File: config.mk
export PLATFORM = sky130hd
export DESIGN_NAME = pc_gen
export DESIGN_NICKNAME = d
export VERILOG_FILES = /design/src/rtl/pc_gen.sv
export SDC_FILE = /design/constraint.sdc
export NUM_CORES = 1
export LEC_CHECK = 0
export CELL_PAD_IN_SITES_DETAIL_PLACEMENT = 0
export CELL_PAD_IN_SITES_GLOBAL_PLACEMENT = 1
export CORE_ASPECT_RATIO = 0.6
export CORE_MARGIN = 1
export CORE_UTILIZATION = 36
export DETAILED_ROUTE_END_ITERATION = 8
export PLACE_DENSITY = 0.93
export SLEW_MARGIN = 20
export SYNTH_ARGS = -nofsm -noshare
export SYNTH_HDL_FRONTEND = slang
export SYNTH_SLANG_ARGS = --single-unit
File: constraint.sdc
create_clock -name clk -period 5.8 [get_ports clk]
set_input_delay 0.58 -clock clk [delete_from_list [all_inputs] [get_ports clk]]
set_output_delay 0.58 -clock clk [all_outputs]
set_load 0.05 [all_outputs]
File: src/rtl/pc_gen.sv
// RV32I front-end program-counter generator: fetch handshake, redirect/trap, sequential advance.
// Define PC_RAS_EN to add a circular return-address stack driven by predecode call/return hints.
module pc_gen #(
  parameter int              XLEN         = 32,
  parameter logic [XLEN-1:0] RESET_VECTOR = 32'h0000_0000,
  parameter logic [XLEN-1:0] TRAP_VECTOR  = 32'h0000_0100,
  parameter int              RAS_DEPTH    = 4
) (
  input  logic            clk,
  input  logic            rstn,
  output logic            pc_valid,
  input  logic            pc_ready,
  input  logic            stall,
  output logic [XLEN-1:0] pc,
  output logic [XLEN-1:0] pc_4,
  input  logic            redirect,
  input  logic            redirect_jalr,
  input  logic [XLEN-1:0] ex_pc,
  input  logic [XLEN-1:0] ex_imm,
  input  logic [XLEN-1:0] ex_rs1,
  input  logic            pred_call,
  input  logic            pred_ret,
  input  logic [XLEN-1:0] pred_imm,
  output logic            trap,
  output logic [XLEN-1:0] trap_tval
);

  logic [XLEN-1:0] pc_q, pc_d;
  logic            vld_q, vld_d;
  logic            trap_q, trap_d;
  logic [XLEN-1:0] tval_q, tval_d;
  logic [XLEN-1:0] tgt;
  logic [XLEN-1:0] adv_pc;
  logic            fire;

  assign fire = vld_q & pc_ready & ~stall;
  assign pc_4 = pc_q + {{(XLEN-3){1'b0}}, 3'd4};

  // JALR clears bit 0 before the alignment check, so only bit 1 can trap there.
  assign tgt = redirect_jalr ? ((ex_rs1 + ex_imm) & {{(XLEN-1){1'b1}}, 1'b0})
                             : (ex_pc + ex_imm);

`ifdef PC_RAS_EN
  localparam int PW = $clog2(RAS_DEPTH);

  logic [XLEN-1:0] ras_q [RAS_DEPTH];
  logic [XLEN-1:0] ras_d [RAS_DEPTH];
  logic [PW-1:0]   ptr_q, ptr_d, top_idx;
  logic [PW:0]     cnt_q, cnt_d;

  // ptr_q is the next free slot; the top of stack sits one below it.
  always_comb begin
    ras_d   = ras_q;
    ptr_d   = ptr_q;
    cnt_d   = cnt_q;
    top_idx = ptr_q - 1'b1;
    adv_pc  = pc_4;
    if (fire && !redirect) begin
      if (pred_call && pred_ret) begin
        if (cnt_q != '0) begin
          adv_pc         = ras_q[top_idx];
          ras_d[top_idx] = pc_4;
        end else begin
          ras_d[ptr_q] = pc_4;
          ptr_d        = ptr_q + 1'b1;
          cnt_d        = {{PW{1'b0}}, 1'b1};
        end
      end else if (pred_call) begin
        adv_pc       = pc_q + pred_imm;
        ras_d[ptr_q] = pc_4;
        ptr_d        = ptr_q + 1'b1;
        if (cnt_q != (PW+1)'(RAS_DEPTH)) cnt_d = cnt_q + 1'b1;
      end else if (pred_ret && cnt_q != '0) begin
        adv_pc = ras_q[top_idx];
        ptr_d  = top_idx;
        cnt_d  = cnt_q - 1'b1;
      end
    end
  end

  always_ff @(posedge clk) begin
    if (!rstn) begin
      ptr_q <= '0;
      cnt_q <= '0;
    end else begin
      ptr_q <= ptr_d;
      cnt_q <= cnt_d;
    end
  end

  // Entries are only ever read below cnt_q, so they need no reset.
  always_ff @(posedge clk) begin
    for (int i = 0; i < RAS_DEPTH; i++) ras_q[i] <= ras_d[i];
  end
`else
  logic unused_hints;
  assign unused_hints = ^{pred_call, pred_ret, pred_imm};
  assign adv_pc       = pc_4;
`endif

  always_comb begin
    pc_d   = pc_q;
    vld_d  = 1'b1;
    trap_d = 1'b0;
    tval_d = tval_q;
    if (redirect) begin
      if (tgt[1:0] != 2'b00) begin
        pc_d   = TRAP_VECTOR;
        trap_d = 1'b1;
        tval_d = tgt;
      end else begin
        pc_d = tgt;
      end
    end else if (fire) begin
      pc_d = adv_pc;
    end
  end

  always_ff @(posedge clk) begin
    if (!rstn) begin
      pc_q   <= RESET_VECTOR;
      vld_q  <= 1'b0;
      trap_q <= 1'b0;
      tval_q <= '0;
    end else begin
      pc_q   <= pc_d;
      vld_q  <= vld_d;
      trap_q <= trap_d;
      tval_q <= tval_d;
    end
  end

  assign pc        = pc_q;
  assign pc_valid  = vld_q;
  assign trap      = trap_q;
  assign trap_tval = tval_q;

endmodule

* Word-level counts from Yosys, hierarchy flattened
Index checks and enable logic that the tools add are counted.
Word-level totals: bits of input ports 136, flip-flop bits (word level) 66, output and inout port bits 98
Operators by class: reduce and logical (&&, ||, !) cells 4, add/subtract/negate cells 3, muxes and demuxes 6, bitwise logic cells 3
Operators with widths (number):
- $mux W32 | 4
- $add A32 B32 Y32 | 2
- $add A32 B3 Y32 const B | 1
- $reduce_and A2 Y1 | 2
- $reduce_bool A2 Y1 | 2
- $and A1 B1 Y1 | 2
- $mux W1 | 2
- $not A1 Y1 | 1

* Longest topological paths before layout
depth after elaboration 5, gate-level depth with buffers 13

* Worst setup path after synthesis
OpenSTA, ideal clock, no wires.
path type reg-to-output, from register pc_q[2] (netlist: pc[2]), to output port pc_4[26], slack 2.393 ns, data arrival time 2.827 ns, path buffers 1, cell stages (with the launch flop) 9, cell sequence dfxtp_1 -> ha_1 -> and4_1 -> and3_1 -> buf_2 -> nand4_1 -> nor3_2 -> nand2_1 -> xnor2_1
On the way: cells in the longest elaborated chain, start to end 1
RTL lines:
- start, declared | line 28 | logic [XLEN-1:0] pc_q, pc_d;
- start signal, assigned | line 126 | pc_q <= pc_d;
- $add A32 B3 Y32 | line 37 | assign pc_4 = pc_q + {{(XLEN-3){1'b0}}, 3'd4};
- end, declared | line 15 | output logic [XLEN-1:0] pc_4,
Every way passes these cells.

* Worst setup path in the final report
from register pc_q[2] (netlist: pc[2]), to output port pc_4[30]
Same word-level chain as after synthesis.

==> out/qor.log <==
qor: yosys.avgSynthCellArea 7.50 um2
qor: timing.finClkSkew 0.00605 ns
qor: place.port_buffers 199
qor: min_path.min_delay_worst_endpoint trap_tval[31]
qor: clocking.postCtsResizedCells 0
qor: yosys.synth_top_flop_cell dfxtp_1
qor: min_path.hold_path_startpoint trap_tval[31]
qor: worst_setup_path.reg2reg_depth 11
qor: drt.vias_per_cell 5.65
qor: clocking.holdBufCountCts 0
qor: floorplanning.die_h 108 um
qor: power.irDropWorstVdd 0.154 mV
qor: run.maxCapViolations 0
qor: yosys.async_reset_ff_share 0%
qor: worst_setup_path.critPathMaxFanout 6
qor: clocking.max-clock-path-buffers 2
qor: power.net-switching-power 885 uW
qor: global_routing.grt.total_usage 23.4%
qor: clocking.tritoncts_num_sinks 66
qor: timing.grt_setup_unrepaired false
qor: clocking.clock_latency 0.33 ns
qor: clocking.cts.root.buffer_cell clkbuf_16
qor: finish.seq_area 1320 um2
qor: global_routing.pin_count_of_the_biggest_net_entering_global_routing 65
qor: power.cellInternalPower 1270 uW
qor: finish.flow.area_growth_from_synthesis 35.7%
qor: timing.max_slew_margin 35.7%
qor: outcome.violations DRC
qor: worst_setup_path.r2r_start pc[2]
qor: floorplanning.fp.coreArea 18300 um2
qor: floorplanning.initial_utilization 37.2%
qor: timing.timing.setup.tns 0 ns
qor: power.cellPowerDensity 233 nW/um2
qor: place.place_area 8910 um2
qor: global_routing.grt_pass1_wl 35700 um
qor: drt.ant_nets 0
qor: yosys.yosys_register_bits 66
qor: yosys.synth.cell_area 6790 um2
qor: timing.minimum_clock_period_after_layout 4.01 ns
qor: yosys.yosys.cell_types.count 73
qor: clocking.cts_inserted_buffers 9
qor: timing.fin_crit_sh 69.1%
qor: finish.layout.cells.most_common_list 198 x clkdlybuf4s50_1, 101 x nand2_1, 91 x a21oi_1
qor: worst_setup_path.end_kind output pin
qor: outcome.outcome finished with violations
qor: power.netSwitchingFraction 41.2%
qor: power.power.combinational.fraction 48.7%
qor: drt.drt-wirelength-per-cell 17.4 um
qor: finish.area_of_the_multi_input_gates 5180 um2
qor: power.clock_power_share 26.0%
qor: drt.first_pass_iters 7
qor: finish.fillerInstances 1821
qor: global_routing.antenna_found_initial 0
qor: global_routing.overflow 0
qor: timing.fin_worst_hold_slack 0.463 ns
qor: floorplanning.row_count 38
qor: worst_setup_path.path_class reg -> out
qor: floorplanning.die-area 19400 um2
qor: clocking.clkSlewWorstSetupHoldPaths 0.06 ns
qor: place.detailedPlacementHpwl 18400 um
qor: drt.detail_route.iter0.violations 566
qor: timing.worst_margin_slew 0.961 ns
qor: place.routabilityCongestion 0.921
qor: timing.finalHoldViolCount 0
qor: finish.layout_commonest_cell clkdlybuf4s50_1
qor: drt.detail_route.wirelength 22900 um
qor: timing.maxSlewViolCount 0
qor: finish.fin_nets 1270
qor: worst_setup_path.reg2reg_to pc[28]
qor: drt.detailroute.via_count 7428
qor: clocking.post_cts_buffers 0
qor: yosys.mapped_nets 1106
qor: clocking.cts_tree yes
qor: timing.fmaxAchievable 249 MHz
qor: worst_setup_path.r2r_slack 2.90 ns
qor: min_path.worstHoldPathType reg -> reg
qor: floorplanning.boundaryPins 234
qor: global_routing.vias_in_the_first_global_route 6734
qor: finish.layout-drive-gt1-share 4.10%
qor: worst_setup_path.cp_data_required_time 5.22 ns
qor: finish.antennaDiodeCount 0
qor: timing.post-route-worst-setup-slack 1.79 ns
qor: finish.layout.cell_area.non_filler 9220 um2
qor: worst_setup_path.critPathArrivalTime 3.43 ns
qor: yosys.yosysSeqAreaShare 19.5%
qor: floorplanning.dieWidth 179 um
qor: timing.finalSetupViolCount 0
qor: place.post-place-ws 1.75 ns
qor: finish.post-route-util 50.5%
qor: yosys.synthesis.instances 906
qor: drt.drcViolationCount 30
qor: yosys.synth_warnings 0
qor: power.leakage 0.00390 uW
qor: worst_setup_path.cp-start-kind register
qor: yosys.count_of_flip_flops_with_a_built_in_enable_after_synthesis 0
qor: clocking.htree_levels 3
qor: min_path.whs_path_depth 2
qor: power.sequentialPowerShare 25.3%
## power groups by stage
stage / registers (uW) / logic (uW) / clock network, uW
6_report: 545 / 1050 / 559
5_1_grt: 551 / 1130 / 593
4_1_cts: 544 / 1040 / 564
3_5_place_dp: 553 / 1040 / 0
3_3_place_gp: 552 / 1030 / 0
2_1_floorplan: 700 / 545 / 0
## cells in the mapped netlist (5+ instances only)
library cell,count,share of area (%)
nand3_1,30,2.2
xor2_1,28,3.6
o21bai_1,8,0.88
nand2b_1,6,0.55
a211oi_1,7,0.77
and3_1,14,1.3
o22ai_1,10,0.92
nor2b_1,8,0.74
clkbuf_1,38,2.1
a21oi_1,91,6.7
nor3_1,20,1.5
nor2_1,68,3.8
o21ai_0,67,4.9
inv_1,21,1.2
and2_1,6,0.55
ha_1,62,11
a31oi_1,10,0.92
mux2i_1,10,1.5
nand4_1,12,1.1
a211o_1,6,0.77
o21a_1,6,0.66
dfxtp_1,66,19
o211ai_1,5,0.55
xnor2_1,60,7.7
o211a_1,22,3.2
nand2_1,101,5.6
o21ai_1,5,0.37
a21o_1,30,3.3
buf_2,6,0.44
a21boi_0,5,0.55
a221oi_1,5,0.64
## logic make-up (layout without fill, tap and decap cells)
| kind of cell | after synthesis | after routing | synth area share, % |
|---|---|---|---|
| compound gates | 319 | 319 | 31.6 |
| xor+xnor | 88 | 88 | 11.3 |
| fa+ha+maj | 64 | 64 | 12.0 |
| buf+inv | 73 | 241 | 4.31 |
| flops | 66 | 66 | 19.5 |
| mux | 10 | 10 | 1.47 |
| simple gates | 286 | 286 | 19.8 |
## cell type report
| type | count | share of cell area (%) |
|---|---|---|
| clock inverters | 2 | 0.380 |
| inverters | 22 | 0.896 |
| clock buffers | 13 | 2.93 |
| repair buffers | 204 | 22.0 |
| multi-input cells | 767 | 56.2 |
| flip-flops and latches | 66 | 14.3 |
| well taps | 240 | 3.26 |
## registers in the layout, indices dropped and copies added (netlist names)
register	count
pc	32
trap_tval	32
pc_valid	1
trap	1
## stage by stage
stage               total power, uW  instances
global placement               1590       1299
finish                         2150       1314
floorplan                      1240        906
CTS                            2150       1314
detailed placement             1590       1299
global route                   2270       1314
## layer usage
| metal | GRT usage (%) | routed length [um] | vias up |
|---|---|---|---|
| met1 | 34.8 | 11500 | 3476 |
| met5 | 0 | 0 | - |
| met2 | 34.8 | 9200 | 280 |
| met4 | 3.72 | 212 | 0 |
| li1 | - | - | 3654 |
| met3 | 4.54 | 1940 | 18 |
## worst max-delay path by stage
stage	cells past startpoint	start	endpoint
floorplan	8	pc[2]	pc_4[26]
global placement	14	ex_imm[0]	pc[26]
detailed placement	14	ex_imm[0]	pc[26]
CTS	8	pc[2]	pc_4[30]
global route	8	pc[2]	pc_4[30]
finish	8	pc[2]	pc_4[30]
## worst max-delay path, stage by stage (launching register included)
cell and delay, ns:
dfxtp_1 0.45, ha_1 0.30, and4_1 0.25, and3_1 0.31, nand4_1 0.29, nor3_2 0.31, nand2_1 0.11, xnor2_1 0.21
clkdlybuf4s50_1 0.85
No activity file was read; power rests on OpenSTA's default activity.
